$ cat config.mk
export PLATFORM = sky130hd
export DESIGN_NAME = rmw_sequencer_flat
export DESIGN_NICKNAME = d
export VERILOG_FILES = /design/src/rtl/rmw_sequencer_pkg.sv /design/src/rtl/rmw_sequencer_if.sv /design/src/rtl/rmw_sequencer.sv /design/src/flat_wrapper.sv
export SDC_FILE = /design/constraint.sdc
export NUM_CORES = 1
export LEC_CHECK = 0
export CORE_ASPECT_RATIO = 0.5
export CORE_MARGIN = 5
export CORE_UTILIZATION = 41
export CTS_BUF_LIST = sky130_fd_sc_hd__clkbuf_8
export DETAILED_ROUTE_END_ITERATION = 8
export PLACE_DENSITY = 0.88
export SETUP_SLACK_MARGIN = 0.3
export SYNTH_ARGS = -nofsm -noshare
export SYNTH_HDL_FRONTEND = slang
export SYNTH_SLANG_ARGS = --single-unit
$ cat constraint.sdc
create_clock -name clk -period 2.7 [get_ports clk]
set_clock_uncertainty 0.1 [all_clocks]
set_input_delay 0.27 -clock clk [delete_from_list [all_inputs] [get_ports clk]]
set_output_delay 0.27 -clock clk [all_outputs]
set_load 0.02 [all_outputs]
$ cat src/rtl/rmw_sequencer_pkg.sv
// rmw_sequencer_pkg: ALU op codes, status flag indices and decode record shared by the RMW sequencer
package rmw_sequencer_pkg;
    localparam logic [4:0] ALU_FLG = 5'd0;
    localparam logic [4:0] ALU_ASL = 5'd1;
    localparam logic [4:0] ALU_LSR = 5'd2;
    localparam logic [4:0] ALU_ROL = 5'd3;
    localparam logic [4:0] ALU_ROR = 5'd4;
    localparam logic [4:0] ALU_INC = 5'd5;

    localparam int CARRY_FLAG    = 0;
    localparam int ZERO_FLAG     = 1;
    localparam int NEGATIVE_FLAG = 6;

    localparam logic [6:0] C_MASK  = 7'(1 << CARRY_FLAG);
    localparam logic [6:0] ZN_MASK = 7'((1 << ZERO_FLAG) | (1 << NEGATIVE_FLAG));

    typedef struct packed {
        logic       legal;
        logic       zp;
        logic [4:0] op;
    } decode_t;
endpackage

$ cat src/rtl/rmw_sequencer_if.sv
// rmw_sequencer_if: instruction request, memory bus, ALU and acc/status writeback signals
// master: the CPU-side environment (request, memory, ALU, register file)
// slave:  the sequencer itself
interface rmw_sequencer_if;
    logic        start;
    logic [7:0]  opcode;
    logic [7:0]  operand;
    logic        busy;
    logic        done;
    logic        illegal;
    logic [15:0] mem_addr;
    logic        mem_rw;
    logic [7:0]  mem_data_out;
    logic [7:0]  mem_data_in;
    logic [4:0]  alu_op;
    logic [7:0]  alu_a;
    logic [7:0]  alu_b;
    logic [6:0]  alu_flags_in;
    logic [7:0]  alu_result;
    logic [6:0]  alu_flags;
    logic [7:0]  acc_in;
    logic [7:0]  acc_out;
    logic        acc_we;
    logic [6:0]  status_in;
    logic [6:0]  status_out;
    logic        status_we;

    modport master (
        output start, opcode, operand, mem_data_in, alu_result, alu_flags, acc_in, status_in,
        input  busy, done, illegal, mem_addr, mem_rw, mem_data_out, alu_op, alu_a, alu_b,
               alu_flags_in, acc_out, acc_we, status_out, status_we
    );

    modport slave (
        input  start, opcode, operand, mem_data_in, alu_result, alu_flags, acc_in, status_in,
        output busy, done, illegal, mem_addr, mem_rw, mem_data_out, alu_op, alu_a, alu_b,
               alu_flags_in, acc_out, acc_we, status_out, status_we
    );
endinterface

$ cat src/rtl/rmw_sequencer.sv
// rmw_sequencer: sequences 6502 ASL/LSR/ROL/ROR (accumulator and zero page) and INC zero page
// Ports: clk, rst (asynchronous, active high)
//        bus (slave): start/opcode/operand request, busy/done/illegal status,
//        zero-page memory bus, external registered ALU, accumulator and status writeback
module rmw_sequencer
    import rmw_sequencer_pkg::*;
(
    input logic            clk,
    input logic            rst,
    rmw_sequencer_if.slave bus
);
    typedef enum logic [2:0] {IDLE, READ, EXEC, DUMMY, WRITE, ACC_WB} state_t;

    state_t     state, state_n;
    logic [7:0] operand_q, orig_q, result_q;
    logic [6:0] flags_q, flag_src, mask;
    logic [4:0] op_q;
    logic       zp_q, illegal_q, mem_st, wb;
    decode_t    dec;

    function automatic decode_t decode(input logic [7:0] opc);
        case (opc)
            8'h0A:   decode = '{1'b1, 1'b0, ALU_ASL};
            8'h4A:   decode = '{1'b1, 1'b0, ALU_LSR};
            8'h2A:   decode = '{1'b1, 1'b0, ALU_ROL};
            8'h6A:   decode = '{1'b1, 1'b0, ALU_ROR};
            8'h06:   decode = '{1'b1, 1'b1, ALU_ASL};
            8'h46:   decode = '{1'b1, 1'b1, ALU_LSR};
            8'h26:   decode = '{1'b1, 1'b1, ALU_ROL};
            8'h66:   decode = '{1'b1, 1'b1, ALU_ROR};
            8'hE6:   decode = '{1'b1, 1'b1, ALU_INC};
            default: decode = '{1'b0, 1'b0, ALU_FLG};
        endcase
    endfunction

    assign dec = decode(bus.opcode);

    always_ff @(posedge clk or posedge rst) begin
        if (rst) begin
            state     <= IDLE;
            illegal_q <= 1'b0;
            operand_q <= '0;
            op_q      <= ALU_FLG;
            zp_q      <= 1'b0;
            orig_q    <= '0;
            result_q  <= '0;
            flags_q   <= '0;
        end else begin
            state     <= state_n;
            // illegal opcodes finish in the following cycle while staying in IDLE
            illegal_q <= state == IDLE && bus.start && !dec.legal;
            if (state == IDLE && bus.start) begin
                operand_q <= bus.operand;
                op_q      <= dec.op;
                zp_q      <= dec.zp;
            end
            if (state == EXEC)
                orig_q <= bus.mem_data_in;
            if (state == DUMMY) begin
                result_q <= bus.alu_result;
                flags_q  <= bus.alu_flags;
            end
        end
    end

    always_comb begin
        state_n = state;
        case (state)
            IDLE:    state_n = bus.start && dec.legal ? (dec.zp ? READ : EXEC) : IDLE;
            READ:    state_n = EXEC;
            EXEC:    state_n = zp_q ? DUMMY : ACC_WB;
            DUMMY:   state_n = WRITE;
            default: state_n = IDLE;
        endcase
    end

    assign mem_st   = state inside {READ, DUMMY, WRITE};
    assign wb       = state == WRITE || state == ACC_WB;
    // accumulator path uses the ALU flags live; zero page uses the copy taken during DUMMY
    assign flag_src = state == ACC_WB ? bus.alu_flags : flags_q;
    // INC leaves carry untouched
    assign mask     = ZN_MASK | (op_q == ALU_INC ? 7'h00 : C_MASK);

    assign bus.busy         = state != IDLE;
    assign bus.done         = illegal_q || wb;
    assign bus.illegal      = illegal_q;
    assign bus.mem_addr     = mem_st ? {8'h00, operand_q} : 16'h0000;
    assign bus.mem_rw       = !(state == DUMMY || state == WRITE);
    assign bus.mem_data_out = state == DUMMY ? orig_q : state == WRITE ? result_q : 8'h00;
    assign bus.alu_op       = state == EXEC ? op_q : ALU_FLG;
    assign bus.alu_a        = state == EXEC ? (zp_q ? bus.mem_data_in : bus.acc_in) : 8'h00;
    assign bus.alu_b        = 8'h00;
    assign bus.alu_flags_in = bus.status_in;
    assign bus.acc_out      = state == ACC_WB ? bus.alu_result : 8'h00;
    assign bus.acc_we       = state == ACC_WB;
    assign bus.status_we    = wb;
    assign bus.status_out   = wb ? (bus.status_in & ~mask) | (flag_src & mask) : 7'h00;
endmodule
$ cat src/flat_wrapper.sv
// flat-port wrapper written by rule: the top's interface ports become plain ports
module rmw_sequencer_flat import rmw_sequencer_pkg::*;
  (clk, rst, bus_start, bus_opcode, bus_operand, bus_mem_data_in, bus_alu_result, bus_alu_flags, bus_acc_in, bus_status_in, bus_busy, bus_done, bus_illegal, bus_mem_addr, bus_mem_rw, bus_mem_data_out, bus_alu_op, bus_alu_a, bus_alu_b, bus_alu_flags_in, bus_acc_out, bus_acc_we, bus_status_out, bus_status_we);
  rmw_sequencer_if bus_i ();
  input logic clk;
  input logic rst;
  input wire logic [$bits(bus_i.start)-1:0] bus_start;
  input wire logic [$bits(bus_i.opcode)-1:0] bus_opcode;
  input wire logic [$bits(bus_i.operand)-1:0] bus_operand;
  input wire logic [$bits(bus_i.mem_data_in)-1:0] bus_mem_data_in;
  input wire logic [$bits(bus_i.alu_result)-1:0] bus_alu_result;
  input wire logic [$bits(bus_i.alu_flags)-1:0] bus_alu_flags;
  input wire logic [$bits(bus_i.acc_in)-1:0] bus_acc_in;
  input wire logic [$bits(bus_i.status_in)-1:0] bus_status_in;
  output wire logic [$bits(bus_i.busy)-1:0] bus_busy;
  output wire logic [$bits(bus_i.done)-1:0] bus_done;
  output wire logic [$bits(bus_i.illegal)-1:0] bus_illegal;
  output wire logic [$bits(bus_i.mem_addr)-1:0] bus_mem_addr;
  output wire logic [$bits(bus_i.mem_rw)-1:0] bus_mem_rw;
  output wire logic [$bits(bus_i.mem_data_out)-1:0] bus_mem_data_out;
  output wire logic [$bits(bus_i.alu_op)-1:0] bus_alu_op;
  output wire logic [$bits(bus_i.alu_a)-1:0] bus_alu_a;
  output wire logic [$bits(bus_i.alu_b)-1:0] bus_alu_b;
  output wire logic [$bits(bus_i.alu_flags_in)-1:0] bus_alu_flags_in;
  output wire logic [$bits(bus_i.acc_out)-1:0] bus_acc_out;
  output wire logic [$bits(bus_i.acc_we)-1:0] bus_acc_we;
  output wire logic [$bits(bus_i.status_out)-1:0] bus_status_out;
  output wire logic [$bits(bus_i.status_we)-1:0] bus_status_we;
  assign bus_i.start = bus_start;
  assign bus_i.opcode = bus_opcode;
  assign bus_i.operand = bus_operand;
  assign bus_i.mem_data_in = bus_mem_data_in;
  assign bus_i.alu_result = bus_alu_result;
  assign bus_i.alu_flags = bus_alu_flags;
  assign bus_i.acc_in = bus_acc_in;
  assign bus_i.status_in = bus_status_in;
  assign bus_busy = bus_i.busy;
  assign bus_done = bus_i.done;
  assign bus_illegal = bus_i.illegal;
  assign bus_mem_addr = bus_i.mem_addr;
  assign bus_mem_rw = bus_i.mem_rw;
  assign bus_mem_data_out = bus_i.mem_data_out;
  assign bus_alu_op = bus_i.alu_op;
  assign bus_alu_a = bus_i.alu_a;
  assign bus_alu_b = bus_i.alu_b;
  assign bus_alu_flags_in = bus_i.alu_flags_in;
  assign bus_acc_out = bus_i.acc_out;
  assign bus_acc_we = bus_i.acc_we;
  assign bus_status_out = bus_i.status_out;
  assign bus_status_we = bus_i.status_we;
  rmw_sequencer u_core (.clk(clk), .rst(rst), .bus(bus_i));
endmodule
==> results.json, run 1 <==
{
  "clk_latency_ns": 0.29,
  "sw_frac_of_total": 0.387,
  "hold_class": "in2async",
  "fill_cells": 378,
  "wire_per_inst_um": 16.9,
  "tns_ns": 0,
  "crit_fanout": 17,
  "slowest_stage": "clkdlybuf4s50_1",
  "multiInputGateArea_um2": 1050,
  "dr_total_vias": 1817,
  "clkPwrFrac": 0.150,
  "crit_chain": "nand2b_2, nor2_1, buf_4, nor2_1, clkdlybuf4s50_1",
  "powerDensity_nw_per_um2": 861,
  "ys_warn_count": 0,
  "synth_cell_types": 37,
  "overflow": 0,
  "synth_ff_type": "dfrtp_1",
  "drive_above_1_share": 0.175,
  "finalHoldViolCount": 0,
  "first_pass_iters": 4,
  "synth-seq-area-share": 0.418,
  "path_common_cell": "nor2_1",
  "worst_setup_path_start_kind": "flip-flop",
  "cts_made_buffers": 5,
  "worstPathArrival_ns": 2.01,
  "internal-power_w": 0.00170,
  "preCtsSetupSlack_ns": 0.403,
  "power_frac_comb": 0.523,
  "fin_ws_ns": 0.325,
  "setup_viol": 0,
  "post_cts_buffers": 0,
  "clk_pin_slew_worst_paths_ns": 0.07,
  "grt_pass1_wl_um": 9290,
  "cts_root_buf": "clkbuf_8",
  "drcViolationCount": 0,
  "core_region_area_um2": 4930,
  "ant_nets": 0,
  "critPathTopFamily": "buffers and inverters",
  "gp_congestion": 0.830,
  "cap_violations": 0,
  "cts_buffer_depth": 2,
  "grt_setup_unrepaired": "yes",
  "path_class": "reg2out",
  "via_per_inst": 4.95,
  "die_x_um": 111,
  "rrSetupSlack_ns": 0.64,
  "p_seq_frac": 0.327,
  "cts_sinks": 35,
  "wl_um": 6210,
  "cp.depth": 5,
  "r2r-start": "u_core.state[0]",
  "tightest_slew_ns": 0.553,
  "synth_edf_count": 0,
  "n_antenna_cell": 0,
  "ios": 130,
  "rr_endpoint": "u_core.op_q[0]",
  "synth_area_per_cell_um2": 10.6,
  "end_kind": "output pin",
  "fin_nets": 353,
  "slew_violations": 0,
  "cts_hold_buf": 0,
  "fin_util": 0.654,
  "h-tree-depth": 2,
  "outcome": "complete, no violations",
  "finalWorstPathRequiredPeriod_ns": 2.38,
  "crit_start": "u_core.state[2]",
  "syn_to_final_growth_pct": 54.2,
  "num_rows": 18,
  "drtIter0Drc": 54,
  "grt_max_degree": 36,
  "track_usage": 0.175,
  "dp_hpwl_um": 4830,
  "relSlewSlack": 0.632,
  "power.switching_w": 0.00108,
  "fp.dieH_um": 60.5,
  "regArea_um2": 877,
  "start_util": 0.424,
  "netlist_area_um2": 2090,
  "ys_ff_latch": 35,
  "first_global_vias": 1921,
  "io_buffer_count": 103,
  "max_freq_mhz": 421,
  "critPathMaxStageDelay_ns": 0.54,
  "synthCells": 197,
  "fp.dieArea_um2": 6720,
  "ir_worst_vdd_mv": 0.416,
  "finalCritPeriodShare": 0.880,
  "crit_end": "bus_mem_rw",
  "path_buf_inv": 2,
  "antenna_found_initial": 0,
  "reg2reg_depth": 4,
  "ys_async_sr_fraction": 1.00,
  "p_leak_nw": 1.66,
  "crit_required_ns": 2.33,
  "cts_tree": "built"
}
power groups by stage:
stage	sequential [W]	combinational, W	clock, W
2_1_floorplan	0.000855	0.000936	0
3_3_place_gp	0.000884	0.00146	0
3_5_place_dp	0.000906	0.00150	0
4_1_cts	0.000898	0.00145	0.000423
5_1_grt	0.000932	0.00154	0.000462
6_report	0.000908	0.00145	0.000417
layout by cell type, fill, tap and decap left out, types with 2 or more instances in the layout:
| master | count |
|---|---|
| conb_1 | 18 |
| mux2_2 | 27 |
| clkdlybuf4s50_1 | 73 |
| and2_1 | 16 |
| clkbuf_8 | 7 |
| dlymetal6s2s_1 | 13 |
| and3_1 | 8 |
| nand2b_1 | 2 |
| nand2b_4 | 2 |
| o21ai_0 | 2 |
| or4b_4 | 2 |
| inv_1 | 3 |
| buf_4 | 7 |
| dfrtp_1 | 34 |
| nand2_1 | 5 |
| a21oi_1 | 2 |
| xor2_1 | 2 |
| nor2_1 | 14 |
| a22o_1 | 9 |
| dlygate4sd2_1 | 17 |
| mux2i_1 | 12 |
| nor3b_1 | 2 |
what timing repair did:
| item | in CTS | in global routing |
|---|---|---|
| endpoints found under the setup margin | 40 | 24 |
| hold endpoints to repair | 0 | 0 |
| resized for setup | 21 | 19 |
routing by layer:
metal | up-vias | part of all wire | wire length [µm] | global-route usage
met4 | 0 | 0.010 | 65 | 0.0555
met5 | - | 0 | 0 | 0
met3 | 6 | 0.049 | 307 | 0.0408
met2 | 61 | 0.55 | 3410 | 0.354
li1 | 835 | - | - | -
met1 | 915 | 0.39 | 2430 | 0.189
sequential cells by signal, indices dropped and copies added, names as in the netlist:
signal and count:
u_core.result_q 8, u_core.zp_q 1, u_core.operand_q 8, u_core.state 3, u_core.orig_q 8, u_core.op_q 3, u_core.flags_q 3, u_core.bus.illegal 1
how the worst min path moves through the flow:
stage / cells after the start / slack (ns) / to / from
floorplan: 1 / 0.27 / u_core.op_q[1] / bus_opcode[7]
global placement: 1 / 0.38 / u_core.operand_q[3] / u_core.operand_q[3]
finish: 3 / 0.27 / u_core.operand_q[2] / rst
detailed placement: 1 / 0.39 / u_core.operand_q[3] / u_core.operand_q[3]
global route: 3 / 0.32 / u_core.operand_q[2] / rst
CTS: 3 / 0.29 / u_core.operand_q[1] / rst
Yosys cell counts (2+ instances only):
| cell | number | area (µm²) |
|---|---|---|
| dfrtp_1 | 35 | 876 |
| mux2_2 | 27 | 304 |
| buf_4 | 25 | 188 |
| and2_1 | 16 | 100 |
| nor2_1 | 15 | 56.3 |
| mux2i_1 | 12 | 120 |
| a22o_1 | 9 | 78.8 |
| and3_1 | 8 | 50.1 |
| clkbuf_1 | 6 | 22.5 |
| nand2_1 | 5 | 18.8 |
| nand2b_1 | 5 | 31.3 |
| inv_1 | 3 | 11.3 |
| a21oi_1 | 2 | 10.0 |
| buf_6 | 2 | 22.5 |
| nor3b_1 | 2 | 15.0 |
| o21ai_0 | 2 | 10.0 |
| or4b_4 | 2 | 27.5 |
| xor2_1 | 2 | 17.5 |
kinds of logic (layout without fill, tap and decap cells):
| family | count (synthesis) | in the layout | share of synthesized area |
|---|---|---|---|
| mux | 39 | 39 | 0.203 |
| simple gates | 60 | 60 | 0.164 |
| compound gates | 22 | 22 | 0.0837 |
| xor+xnor | 2 | 2 | 0.00837 |
| buf+inv | 38 | 121 | 0.121 |
| flops | 35 | 35 | 0.418 |
| other cells | 1 | 18 | 0.00179 |
metrics by stage:
| stage | cells | area [µm²] | power, W | hold WS [ns] |
|---|---|---|---|---|
| 2_1_floorplan | 214 | 2160 | 0.00179 | 0.266 |
| 4_1_cts | 367 | 3170 | 0.00277 | 0.291 |
| 5_1_grt | 367 | 3230 | 0.00293 | 0.316 |
| 3_5_place_dp | 359 | 3090 | 0.00240 | 0.385 |
| 3_3_place_gp | 359 | 3090 | 0.00234 | 0.379 |
| 6_report | 367 | 3230 | 0.00278 | 0.271 |
worst reg2reg max path, cell delays in order, from the launching register on:
cell	delay [ns]
dfrtp_1	0.40
buf_4	0.21
or4b_4	0.64
or4b_4	0.56
o211ai_2	0.08
layout make-up:
class / instances / area share
Inverter: 3 / 0.00427
Clock buffer: 7 / 0.0299
Clock inverter: 1 / 0.00116
Sequential cell: 35 / 0.272
Multi-Input combinational cell: 141 / 0.326
Tap cell: 70 / 0.0271
Timing Repair Buffer: 110 / 0.339
(Power assumes the default switching activity.)
==> inputs of run 2 (changes only) <==
--- a/config.mk
+++ b/config.mk
@@ -5,6 +5,7 @@
 export SDC_FILE = /design/constraint.sdc
 export NUM_CORES = 1
 export LEC_CHECK = 0
+export ABC_CLOCK_PERIOD_IN_PS = 2700
 export CORE_ASPECT_RATIO = 0.5
 export CORE_MARGIN = 5
 export CORE_UTILIZATION = 41
==> results of run 2 <==
Final layout, timing and power as in run 1 (identical DEF).
